[config.mk]
export PLATFORM = sky130hd
export DESIGN_NAME = logic_result_stage
export DESIGN_NICKNAME = d
export VERILOG_FILES = /design/src/rtl/alu_pkg.sv /design/src/rtl/alu_flag_gen.sv /design/src/rtl/logic_result_stage.sv
export SDC_FILE = /design/constraint.sdc
export NUM_CORES = 1
export LEC_CHECK = 0
export CAP_MARGIN = 40
export CORE_ASPECT_RATIO = 0.5
export CORE_MARGIN = 3
export CORE_UTILIZATION = 44
export CTS_BUF_LIST = sky130_fd_sc_hd__clkbuf_4 sky130_fd_sc_hd__clkbuf_8 sky130_fd_sc_hd__clkbuf_16
export CTS_CLUSTER_SIZE = 20
export DETAILED_ROUTE_END_ITERATION = 12
export PLACE_DENSITY = 0.76
export SLEW_MARGIN = 20
export SYNTH_ARGS = -nofsm -noshare
export SYNTH_HDL_FRONTEND = slang
export SYNTH_SLANG_ARGS = --single-unit
[constraint.sdc]
create_clock -name clk -period 1.45 [get_ports clk]
set_input_delay 0.3625 -clock clk [delete_from_list [all_inputs] [get_ports clk]]
set_output_delay 0.3625 -clock clk [all_outputs]
set_load 0.02 [all_outputs]
[src/rtl/alu_pkg.sv]
// -----------------------------------------------------------------------------
// alu_pkg
// Shared ALU types: logical-unit opcodes, result-stage state encoding and the
// packed flag bundle produced for each captured result.
// -----------------------------------------------------------------------------
package alu_pkg;

    // Opcode encoding shared with the combinational logical unit.
    typedef enum logic [1:0] {
        OP_AND = 2'b00,
        OP_OR  = 2'b01,
        OP_XOR = 2'b10,
        OP_NOR = 2'b11
    } alu_op_e;

    // Occupancy of the result stage: no entry, main only, main plus skid.
    typedef enum logic [1:0] {
        EMPTY = 2'b00,
        ONE   = 2'b01,
        FULL  = 2'b10
    } stage_state_e;

    typedef struct packed {
        logic zero;
        logic neg;
        logic parity;
    } alu_flags_t;

endpackage

[src/rtl/alu_flag_gen.sv]
// -----------------------------------------------------------------------------
// alu_flag_gen
// Combinational flag generator for a logical-unit result.
// Ports:
//   result  in  N            result word
//   flags   out alu_flags_t  {zero, neg (MSB), parity (XOR-reduction)}
// -----------------------------------------------------------------------------
module alu_flag_gen
    import alu_pkg::*;
#(
    parameter int unsigned N = 32
) (
    input  logic [N-1:0] result,
    output alu_flags_t   flags
);

    always_comb begin
        flags.zero   = (result == '0);
        flags.neg    = result[N-1];
        flags.parity = ^result;
    end

endmodule

[src/rtl/logic_result_stage.sv]
// -----------------------------------------------------------------------------
// logic_result_stage
// Registered output stage behind the logical unit. Captures result, opcode and
// destination index (plus flags) into a 2-entry skid buffer and presents the
// head entry to writeback over valid/ready. in_ready is decoded from the state
// register only, so there is no combinational path from out_ready.
// Configuration macro: ALU_FLAGS_EN -- when defined, flags are generated at
// capture and stored; when undefined, out_zero/out_neg/out_parity are tied 0.
// Ports:
//   clk, reset_n                    clock, async active-low reset
//   in_valid/in_ready               upstream handshake
//   in_result, in_op, in_rd         incoming result, opcode, dest index
//   out_valid/out_ready             writeback handshake
//   out_result, out_op, out_rd      head entry fields
//   out_zero, out_neg, out_parity   head entry flags
// -----------------------------------------------------------------------------
module logic_result_stage
    import alu_pkg::*;
#(
    parameter int unsigned N  = 32,
    parameter int unsigned RW = 5
) (
    input  logic          clk,
    input  logic          reset_n,
    input  logic          in_valid,
    output logic          in_ready,
    input  logic [N-1:0]  in_result,
    input  logic [1:0]    in_op,
    input  logic [RW-1:0] in_rd,
    output logic          out_valid,
    input  logic          out_ready,
    output logic [N-1:0]  out_result,
    output logic [1:0]    out_op,
    output logic [RW-1:0] out_rd,
    output logic          out_zero,
    output logic          out_neg,
    output logic          out_parity
);

    stage_state_e state_q, state_d;

    logic [N-1:0]  main_result_q, skid_result_q;
    logic [1:0]    main_op_q, skid_op_q;
    logic [RW-1:0] main_rd_q, skid_rd_q;

    logic accept, drain;
    logic load_main_in, load_main_skid, load_skid;

    assign in_ready  = (state_q != FULL);
    assign out_valid = (state_q != EMPTY);
    assign accept    = in_valid & in_ready;
    assign drain     = out_valid & out_ready;

    always_comb begin
        state_d        = state_q;
        load_main_in   = 1'b0;
        load_main_skid = 1'b0;
        load_skid      = 1'b0;
        unique case (state_q)
            EMPTY: begin
                if (accept) begin
                    state_d      = ONE;
                    load_main_in = 1'b1;
                end
            end
            ONE: begin
                if (accept && drain) begin
                    load_main_in = 1'b1;
                end else if (accept) begin
                    state_d   = FULL;
                    load_skid = 1'b1;
                end else if (drain) begin
                    state_d = EMPTY;
                end
            end
            FULL: begin
                // in_ready is low here, so only a drain can change anything.
                if (drain) begin
                    state_d        = ONE;
                    load_main_skid = 1'b1;
                end
            end
            default: state_d = EMPTY;
        endcase
    end

    always_ff @(posedge clk or negedge reset_n) begin
        if (!reset_n) begin
            state_q       <= EMPTY;
            main_result_q <= '0;
            main_op_q     <= '0;
            main_rd_q     <= '0;
            skid_result_q <= '0;
            skid_op_q     <= '0;
            skid_rd_q     <= '0;
        end else begin
            state_q <= state_d;
            if (load_main_in) begin
                main_result_q <= in_result;
                main_op_q     <= in_op;
                main_rd_q     <= in_rd;
            end else if (load_main_skid) begin
                main_result_q <= skid_result_q;
                main_op_q     <= skid_op_q;
                main_rd_q     <= skid_rd_q;
            end
            if (load_skid) begin
                skid_result_q <= in_result;
                skid_op_q     <= in_op;
                skid_rd_q     <= in_rd;
            end
        end
    end

    assign out_result = main_result_q;
    assign out_op     = main_op_q;
    assign out_rd     = main_rd_q;

`ifdef ALU_FLAGS_EN
    alu_flags_t in_flags, main_flags_q, skid_flags_q;

    alu_flag_gen #(
        .N(N)
    ) u_flag_gen (
        .result(in_result),
        .flags (in_flags)
    );

    // Flags travel with their entry; never recomputed from output registers.
    always_ff @(posedge clk or negedge reset_n) begin
        if (!reset_n) begin
            main_flags_q <= '0;
            skid_flags_q <= '0;
        end else begin
            if (load_main_in) begin
                main_flags_q <= in_flags;
            end else if (load_main_skid) begin
                main_flags_q <= skid_flags_q;
            end
            if (load_skid) begin
                skid_flags_q <= in_flags;
            end
        end
    end

    assign out_zero   = main_flags_q.zero;
    assign out_neg    = main_flags_q.neg;
    assign out_parity = main_flags_q.parity;
`else
    assign out_zero   = 1'b0;
    assign out_neg    = 1'b0;
    assign out_parity = 1'b0;
`endif

endmodule

---- Word level (Yosys, flattened, before mapping) ----
Index checks and enable logic that the tools add are counted.
storage, ports and cells
  input port bits ......................... 43
  register bits after elaboration ......... 80
operators by class
  bitwise gates (word level) .............. 2
  reductions and logical operators ........ 5
  multiplexer cells ....................... 19
  equal/unequal tests ..................... 7
operators by type and width
  operator                                                                number
  32-bit 2-to-1 mux                                                       2
  2-bit 2-to-1 mux                                                        7
  5-bit 2-to-1 mux                                                        2
  2-bit != test (second input constant)                                   4
  1-bit 2-to-1 mux                                                        6
  2-bit one-hot mux with 3 select lines                                   1
  4-bit AND reduction                                                     1
  2-bit nonzero test                                                      2
  3-bit != test (second input constant)                                   1
  1-bit AND                                                               2
  2-bit by 1-bit equality test with 1-bit output (second input constant)  1
  2-bit equality test (second input constant)                             1
  2-bit zero test                                                         1
  1-bit one-hot mux with 2 select lines                                   1
  1-bit logical AND                                                       1

---- Depth between registers and ports, before layout ----
Gate-level depths: netlist (run 1).
  word-level depth ........................ 6
  mapped depth ............................ 6
  mapped depth without buffers ............ 3

---- Worst setup path after synthesis (run 1) ----
OpenSTA, ideal clock, no wires.
  path kind ............................... register to register
  from .................................... register state_q[1]
  to ...................................... register skid_result_q[21]
  arrival ................................. 1373 ps
  clock period less this slack ............ 1498 ps
  cell stages (with the launch flop) ...... 6
  data required time ...................... 1325 ps
  path slack .............................. -48 ps
  setup time .............................. 125 ps
  path buffers ............................ 2
  path through ............................ dfrtp_1 > nor2b_2 > and2_4 > buf_6 > buf_12 > mux2_4
between the ends
  cells in the longest elaborated chain, start to end .. 5
ends and longest elaborated chain
  element                                                       RTL line                                            text
  from (decl)                                                   logic_result_stage.sv:40                            stage_state_e state_q, state_d;
  from (signal assigned)                                        logic_result_stage.sv:97                            state_q <= state_d;
  2-bit != test / 2-bit nonzero test (equally long branches)    logic_result_stage.sv:49, logic_result_stage.sv:50
  1-bit AND, on equally long branches                           logic_result_stage.sv:51, logic_result_stage.sv:52
  1-bit 2-to-1 mux / 1-bit logical AND (equally long branches)  logic_result_stage.sv:69, logic_result_stage.sv:67
  1-bit 2-to-1 mux                                              logic_result_stage.sv:67                            if (accept && drain) begin
  1-bit 2-to-1 mux *                                            logic_result_stage.sv:59                            unique case (state_q)
  to (signal assigned)                                          logic_result_stage.sv:108                           skid_result_q <= in_result;
  to (decl)                                                     logic_result_stage.sv:42                            logic [N-1:0] main_result_q, skid_result_q;
Mark *: on every way between the ends. The rest lies on a longest branch, timed or not.
A chain may end at the register's enable or synchronous reset.

---- Final worst setup path (run 1) ----
  from .................................... register state_q[1]
  to ...................................... output out_valid
between the ends
  cells in the longest elaborated chain, start to end .. 1
ends and longest elaborated chain
  element             RTL line                  text
  2-bit nonzero test  logic_result_stage.sv:50  assign out_valid = (state_q != EMPTY);
  to (decl)           logic_result_stage.sv:30  output logic out_valid,
No other way between the ends.

==> run summary, run 1 <==
The run finished, with violations left. The checks that failed: setup timing. The max-cap check violation count was 0; the final clock skew was 8.68 ps. The worst setup path is launched from a flop. For the TritonCTS sink count, the log shows 80. The synthesized area per cell is 14.6 um2.

By area, the combinational part of the netlist is dominated by multiplexers. The tools report the number of endpoints with negative hold slack in the final report as 0. Sequential cells account for 38.8% of the total power.

The multi-input combinational cell area is 0.00166 mm2, and the final net count is 398. In this run the critical register-to-register path is launched from state_q[0]. The mean number of vias per cell was 5.56; the logic depth of the worst setup path including buffers was 2. Kind of cell with the highest combined delay on the critical path: flip-flops. The maximum level of the CTS H-tree is 3. Of the total synthesized cell area, the portion taken by AND, OR, NAND and NOR gates is 9.00%. Die boundary height: 68.4 um.

The first-pass iteration count of the detailed router was 4; the sequential area share after synthesis was 58.5%. Routability-driven placement finished with a final weighted congestion of 0.850. The mapped netlist covers 0.00342 mm2.

The endpoint kind of the worst setup timing path was an output port. The number of instances in the synthesized netlist was 234. Combinational logic burns 34.9% of the power. After floorplanning, the core was divided into 22 placement rows. For the violation count after the first detailed-routing iteration, the log shows 152.

After synthesis, the cell types taking the most area are sky130_fd_sc_hd__dfrtp_1 59%, sky130_fd_sc_hd__o221a_2 11%, sky130_fd_sc_hd__mux2_2 9.5%, sky130_fd_sc_hd__or2_2 5.5%, sky130_fd_sc_hd__mux2_4 4.4%. The worst reg-to-reg path cell count is 6, and the relative contribution of the clock network to total power is 26.3%. The clock reaches the later pin of the worst-skew pair after 340 ps. Entering global routing, the biggest net connects 44 pins. The count of nets left with antenna violations once routing finished came out at 0. Setup slack on the worst reg-to-reg path comes out at -90 ps. The first global-routing pass estimated 14700 um of wire. The layout-stage area growth over the synthesis result was 62.1%; the xor and xnor fraction of the mapped netlist area was 0%. The critical path's largest stage delay came out at 450 ps. The run gives 0.00893 mm2 as the die footprint.

The total overflow left after global routing is 0. Clock-pin slew was measured on the worst setup and hold paths at 60 ps. Of all nets on the critical path, the largest fanout is 5. For this run, asynchronously set or reset flops after synthesis account for 100%. The worst register-to-register path ends at out_result[15]. The Yosys step of the flow raised 0 warnings. Of the total synthesized cell area, the portion taken by full adders, half adders and majority gates is 0%. The worst-case hold slack is 409 ps.

The fraction of power spent switching nets works out to 29.9%. The logs give 0 for the number of antenna violations at the first check in global routing and 26 for the number of unique standard cell types used by synthesis. The register bit total from synthesis came out at 80. Internal power comes to 6.43 mW.

Among all flip-flop cells after synthesis, the most frequent one is sky130_fd_sc_hd__dfrtp_1. The count of flip-flops with a built-in enable after synthesis works out to 0. For the total routing resource utilization after global routing, the log shows 22.0%. The run gives 74.6% as the final core utilization. Sorting the synthesized cells by how often they occur yields 80 x sky130_fd_sc_hd__dfrtp_1, 33 x sky130_fd_sc_hd__o221a_2, 30 x sky130_fd_sc_hd__or2_2, 29 x sky130_fd_sc_hd__mux2_2, 10 x sky130_fd_sc_hd__mux2_4. The number of max-slew violations in the final report came out at 0.

Measured along the x axis, the die boundary spans 131 um. For the highest clock frequency the design can meet, the log shows 650 MHz. Following the worst setup path forward leads to its endpoint at out_valid. The via count of the first global-routing pass came out at 2722. The most used standard cell by instance count after synthesis was sky130_fd_sc_hd__dfrtp_1. For this design the static power due to leakage is 2.40 nW. The layout has 416 filler cells.

The tools report the worst setup path startpoint as state_q[1]. TritonCTS built the clock tree. The slack of the critical path was -87.9 ps.

The routed layout has 2536 vias. The cell at the root of the clock tree was sky130_fd_sc_hd__clkbuf_16. The critical path is of the flop to output port type. For this configuration, the core starts out at a cell density of 46.0%.

Traced cell by cell, the critical path runs through or2_4 > buf_6. Once detailed placement completed, the half-perimeter wirelength came to 5270 um. Dividing the final minimum period by the clock period gives 106%.

In the final layout, the share of cells above drive strength 1 is 47.8%. Setup violations remaining at the end of the flow were counted as 74. Dividing total power by cell area gives a power density of 1660 mW/mm2. The slowest stage of the critical path is the sky130_fd_sc_hd__dfrtp_2 cell.

After detailed routing, the number of remaining DRC violations is 0. The tools report the worst IR drop on VDD as 0.000813 V. The switching power of the nets was 2.75 mW; the required time reported for the critical path endpoint was 1090 ps. After floorplanning, the core was sized to cover 0.00743 mm2. The final critical-path required period is 1540 ps.

Share of cell area taken by muxes after synthesis: 15.1%. For the count of pins on the block boundary, the log shows 87. Setup repair after global routing could not meet its margin everywhere. The path type of the worst min-delay path is primary input to asynchronous set/reset pin. Counting along the longest clock path gives a buffer depth of 2.

The number of port buffers was 83. Summing all flip-flop and latch instances after layout gives 0.00200 mm2. Summing the areas of all compound-gate instances in the mapped netlist gives 13.2% of the synthesized area.

After synthesis, the largest area contributor takes up 58.5% of total cell area. After detailed routing, the average wire length per cell comes to 22.5 um. The total buffers and inverters traversed by the critical path is 1, and the count of inserted antenna diode cells is 0. The number of clock buffers inserted by TritonCTS is 9, and the data arrival time of the critical path is 1180 ps. Library cell with the largest summed area after synthesis: sky130_fd_sc_hd__dfrtp_1. The overall routed net length was 10200 um.
-- metrics by stage --
| step | instances | setup TNS [ps] | area, um2 | setup WS, ps | power (mW) |
|---|---|---|---|---|---|
| 2_1_floorplan | 236 | -159 | 3440 | -15.9 | 4.88 |
| 3_3_place_gp | 413 | -46320 | 4450 | -755 | 5.95 |
| 3_5_place_dp | 414 | -39790 | 4480 | -533 | 6.11 |
| 4_1_cts | 456 | -2890 | 5380 | -154 | 8.81 |
| 5_1_grt | 456 | -8120 | 5540 | -144 | 9.52 |
| 6_report | 456 | -2640 | 5540 | -87.9 | 9.18 |
-- per-layer routing --
layer | wire length, um | share of wire (%) | vias up | track usage, %
met3 | 546 | 5.3 | 17 | 5.22
li1 | - | - | 1118 | -
met1 | 4500 | 44 | 1318 | 29.1
met4 | 104 | 1.0 | 0 | 7.82
met2 | 5100 | 50 | 83 | 35.9
met5 | 0 | 0 | - | 0
-- worst min-delay path by stage --
stage	cells past startpoint	end
global placement	1	out_result[22]
CTS	2	skid_result_q[26]
global route	2	skid_result_q[24]
detailed placement	1	skid_result_q[24]
floorplan	0	out_op[0]
finish	2	skid_result_q[24]
-- worst reg2reg max path, cell delays in order (launching register included) --
cell	delay (ps)
sky130_fd_sc_hd__dfrtp_1	420
sky130_fd_sc_hd__nor2b_4	150
sky130_fd_sc_hd__buf_6	130
sky130_fd_sc_hd__nand2b_4	190
sky130_fd_sc_hd__buf_6	140
sky130_fd_sc_hd__buf_12	140
sky130_fd_sc_hd__o221a_4	260
-- state kept, by name, summed over array words and instances, names as in the netlist --
signal         count
out_result        32
state_q            2
skid_result_q     32
skid_rd_q          5
out_op             2
out_rd             5
skid_op_q          2
-- power groups by stage --
stage	Sequential, mW	Combinational (mW)	Clock, mW
after floorplan	3.76	1.12	0
after global placement	3.43	2.51	0
after detailed placement	3.48	2.63	0
after CTS	3.47	2.92	2.42
after global routing	3.63	3.36	2.53
final	3.56	3.21	2.42
-- cell type report --
| type | count | share of cell area (%) |
|---|---|---|
| clock inverters | 6 | 1.51 |
| clock buffers | 10 | 4.20 |
| multi-input cells | 137 | 29.9 |
| flip-flops and latches | 80 | 36.1 |
| well taps | 96 | 2.17 |
| repair buffers | 127 | 26.1 |
-- kinds of logic after synthesis --
| logic type | after synthesis |
|---|---|
| other | 1 |
| muxes | 43 |
| and+or+nand+nor | 48 |
| AOI/OAI and AO/OA | 43 |
| buffers and inverters | 19 |
| DFF | 80 |
-- timing repair --
item / CTS / global route
gates resized for setup: 102 / 55
pin swaps: 1 / 12
buffers inserted: 18 / 4
setup endpoints to repair: 119 / 86
endpoints found under the hold margin: 9 / 0
gates cloned: 10 / 2
hold buffers: 1 / 0
-- placed cells by master (no fill, tap or decap), types with 8 or more instances in the layout --
cell / netlist / final
sky130_fd_sc_hd__clkdlybuf4s15_1: 0 / 10
sky130_fd_sc_hd__dlygate4sd2_1: 0 / 31
sky130_fd_sc_hd__o221a_4: 0 / 25
sky130_fd_sc_hd__buf_12: 1 / 8
sky130_fd_sc_hd__clkdlybuf4s50_1: 0 / 39
sky130_fd_sc_hd__o221a_2: 33 / 8
sky130_fd_sc_hd__buf_4: 7 / 11
sky130_fd_sc_hd__buf_6: 2 / 16
sky130_fd_sc_hd__clkbuf_16: 0 / 10
sky130_fd_sc_hd__dfrtp_1: 80 / 79
sky130_fd_sc_hd__mux2_4: 10 / 39
sky130_fd_sc_hd__or2_2: 30 / 24
Power figures use the tool's default switching activity.
==> run 2: changes to the inputs <==
Settings changed: PLACE_DENSITY 0.76 to 0.75.
==> run 2 against run 1 <==
Compared with the run above: the flow still finishes with violations (setup timing); routed wire length increased by 8.2%; setup slack got worse by 120 ps; global-route usage increased by 3.9 points; largest cell class unchanged.
==> run summary, run 2 (synthesized netlist as in run 1, its figures left out) <==
The run finished, with violations left. The final reports fail on setup timing. The die boundary height is 68.4 um (unchanged). Class of the most critical setup path: flop to flop. The site row count is 22 (unchanged).

The most frequent standard cell in the layout excluding fill and tap cells is sky130_fd_sc_hd__dfrtp_1. The share of the clock period used by the worst path after layout was 114% (+8.0 points). The first-pass GRT wire length is 16600 um (+13%).

The first-pass iteration count of the detailed router came out at 4 (unchanged). The logic depth of the worst setup path including buffers was 6 (+4). The run gives 411 (-0.72%) as the placed cell count. The final net count was 397 (-0.25%); the via count was 2621 (+3.4%).

The tools report the largest net degree at the start of global routing as 33 (-25%). The logs give 6.03 mW (-6.3%) for the internal power consumption and 9 (unchanged) for the number of clock buffers inserted by TritonCTS. The highest clock frequency the design can meet is 605 MHz (-7.0%), and the total buffers and inverters traversed by the critical path is 3 (+2). The area growth from synthesis to layout is 62.4%. The relative contribution of the clock network to total power was 23.4% (-2.9 points). The tightest min-delay check is of the primary input to flop type.

For the number of buffers on the longest clock path, the log shows 2 (unchanged). The total power per unit cell area is 1610 mW/mm2 (-2.9%). The run gives 46.0% (unchanged) as the starting density of the core. For the final clock skew, the log shows 8.00 ps (-0.674 ps). For the worst-case hold slack, the log shows 455 ps (+45.8 ps).

For this design, the slowest cell found on the critical path is sky130_fd_sc_hd__dfrtp_2. The switching power of the nets is 2.90 mW (+5.6%), and the slack of the critical path is -203 ps (-115 ps). The met2 usage in global routing was 43.4% (+7.5 points). The fraction of power spent switching nets is 32.5% (+2.6 points). The tools report the total core area as 0.00743 mm2 (unchanged).

The worst setup path is launched from a flop. The TritonCTS sink count came out at 80 (unchanged). The count of nets left with antenna violations after detail routing was 0 (unchanged). Kind of cell with the highest combined delay on the critical path: buffers and inverters. The tools report the overall overflow remaining after global route as 0 (unchanged). The cell repeated most along the worst path was sky130_fd_sc_hd__buf_6. Total placed instance area: 0.00446 mm2 (-0.50%). STA classifies the critical path endpoint as a flop.

The number of max-slew violations in the final report is 0 (unchanged), and the via count of the first global-routing pass is 2795 (+2.7%). The cell area after layout is 0.00556 mm2 (+0.23%), and the clock-pin slew reported for the worst setup and hold paths after clock tree synthesis is 60 ps (about the same). The tools report the cell at the root of the clock tree as sky130_fd_sc_hd__clkbuf_16. The setup slack after placement was -666 ps (-133 ps).

The tools report the met1 track demand over resource in global routing as 32.3% (+3.3 points). The violation count after the first detailed-routing iteration is 164 (+7.9%), and the count of inserted antenna diode cells is 0 (unchanged). The top fanout value on the critical path works out to 19 (+14).

The worst hold path was traced through 2 stages. The detailed placement HPWL was 5100 um (-3.2%); the met3 layer usage reported by global route was 7.87% (+2.7 points). Fraction of layout instances using a drive strength above 1: 51.0% (+3.2 points).

The number of endpoints with negative hold slack in the final report came out at 0 (unchanged). The latest clock arrival within the worst-skew pair was 350 ps (about the same); the reported leakage power was 2.39 nW (-0.50%). The count of final setup violators was 79 (+6.8%); the count of pins on the block boundary was 87 (unchanged). The number of port buffers is 83 (unchanged).

Data arrival time of the critical path: 1880 ps (+700 ps). Post-route DRC violation count: 0 (unchanged). Walking the worst path, the cells encountered are buf_6 > buf_6 > nor2b_4 > and2_4 > buf_12 > mux2_2. Busiest metal layer after global routing: met2. The chip width came out at 131 um (unchanged).

The overall routed net length is 11100 um (+8.2%), and the combinational group share of total power is 36.0% (+1.1 points). The die footprint was 0.00893 mm2 (unchanged); the maximum level of the CTS H-tree was 3 (unchanged). The logs give 0.816 (-3.9%) for the placer congestion estimate and 1670 ps (+580 ps) for the required time reported for the critical path endpoint.

The worst IR drop on VDD was 0.000866 V (+6.5%). The power share of the sequential group is 40.6% (+1.8 points), and the critical path's largest stage delay is 430 ps (-20 ps). The mean routed wirelength per cell is 24.4 um (+8.5%). The run gives -10850 ps (-8210 ps) as the total negative slack for setup checks. In the layout the commonest cells are 79 x sky130_fd_sc_hd__dfrtp_1, 39 x sky130_fd_sc_hd__clkdlybuf4s50_1, 33 x sky130_fd_sc_hd__o221a_4. The total routing resource utilization after global routing is 25.9% (+3.9 points), and the final critical-path required period is 1650 ps (+115 ps).

The non-filler instance count after layout was 455 (-0.22%); the worst reg-to-reg path cell count was 6 (unchanged). Mean number of vias per cell: 5.76 (+3.6%). Max-cap check violation count: 0 (unchanged).

The number of antenna violations at the first check in global routing is 0 (unchanged). TritonCTS built the clock tree. Setup repair after global routing could not meet its margin everywhere.
run 2: cell types whose count changed in the layout (fill, tap and decap cells not counted), sizes merged:
cell / before / now
o21ai: 1 / 2
bufinv: 2 / 0
dlygate4sd2: 31 / 8
buf: 45 / 43
clkbuf: 11 / 19
clkinv: 4 / 7
clkdlybuf4s15: 10 / 24
run 2: per-stage QoR:
stage,power [mW],utilization [%]
global placement,5.95,59.8
floorplan,4.88,-
global route,9.27,74.8
CTS,8.58,74.3
finish,8.93,74.8
detailed placement,6.07,60.0
run 2: layout make-up:
type / count / area (um2)
well taps: 96 / 120
flip-flops and latches: 80 / 2000
multi-input cells: 138 / 1740
fillers: 437 / 1880
clock inverters: 7 / 38.8
repair buffers: 125 / 1430
clock buffers: 9 / 225
run 2: worst paths after layout:
path                             startpoint                end  slack (ps)
setup / recovery                 state_q[1]  skid_result_q[12]        -200
hold / removal                    out_ready         state_q[1]         450
setup reg to reg                 state_q[1]  skid_result_q[12]        -200
hold reg to reg            skid_result_q[1]   skid_result_q[1]         510
max in group asynchronous           reset_n  skid_result_q[20]         470
min in group asynchronous           reset_n     out_result[21]         470
run 2: timing repair:
action	4_1_cts	5_1_grt
resized for setup	127	71
endpoints found under the hold margin	23	0
pin swaps	10	11
buffers inserted	21	4
hold buffers	1	0
setup endpoints to repair	119	113
cloned	11	1
run 2: worst register-to-register path, cell delays in order, from the launching register on:
cell	delay [ps]
sky130_fd_sc_hd__dfrtp_2	430
sky130_fd_sc_hd__buf_6	130
sky130_fd_sc_hd__buf_6	110
sky130_fd_sc_hd__nor2b_4	110
sky130_fd_sc_hd__and2_4	190
sky130_fd_sc_hd__buf_12	200
sky130_fd_sc_hd__mux2_2	370
run 2: metal layers:
metal / vias to the layer above / wire [um]
met5: - / 0
met4: 0 / 280
met3: 26 / 560
met2: 97 / 5420
met1: 1384 / 4830
li1: 1114 / -
run 2: power by group through the flow:
stage | Sequential, mW | Combinational [mW] | Clock, mW
6_report | 3.62 | 3.22 | 2.09
5_1_grt | 3.69 | 3.36 | 2.22
4_1_cts | 3.50 | 3.01 | 2.07
3_5_place_dp | 3.47 | 2.60 | 0
3_3_place_gp | 3.43 | 2.52 | 0
2_1_floorplan | 3.76 | 1.12 | 0
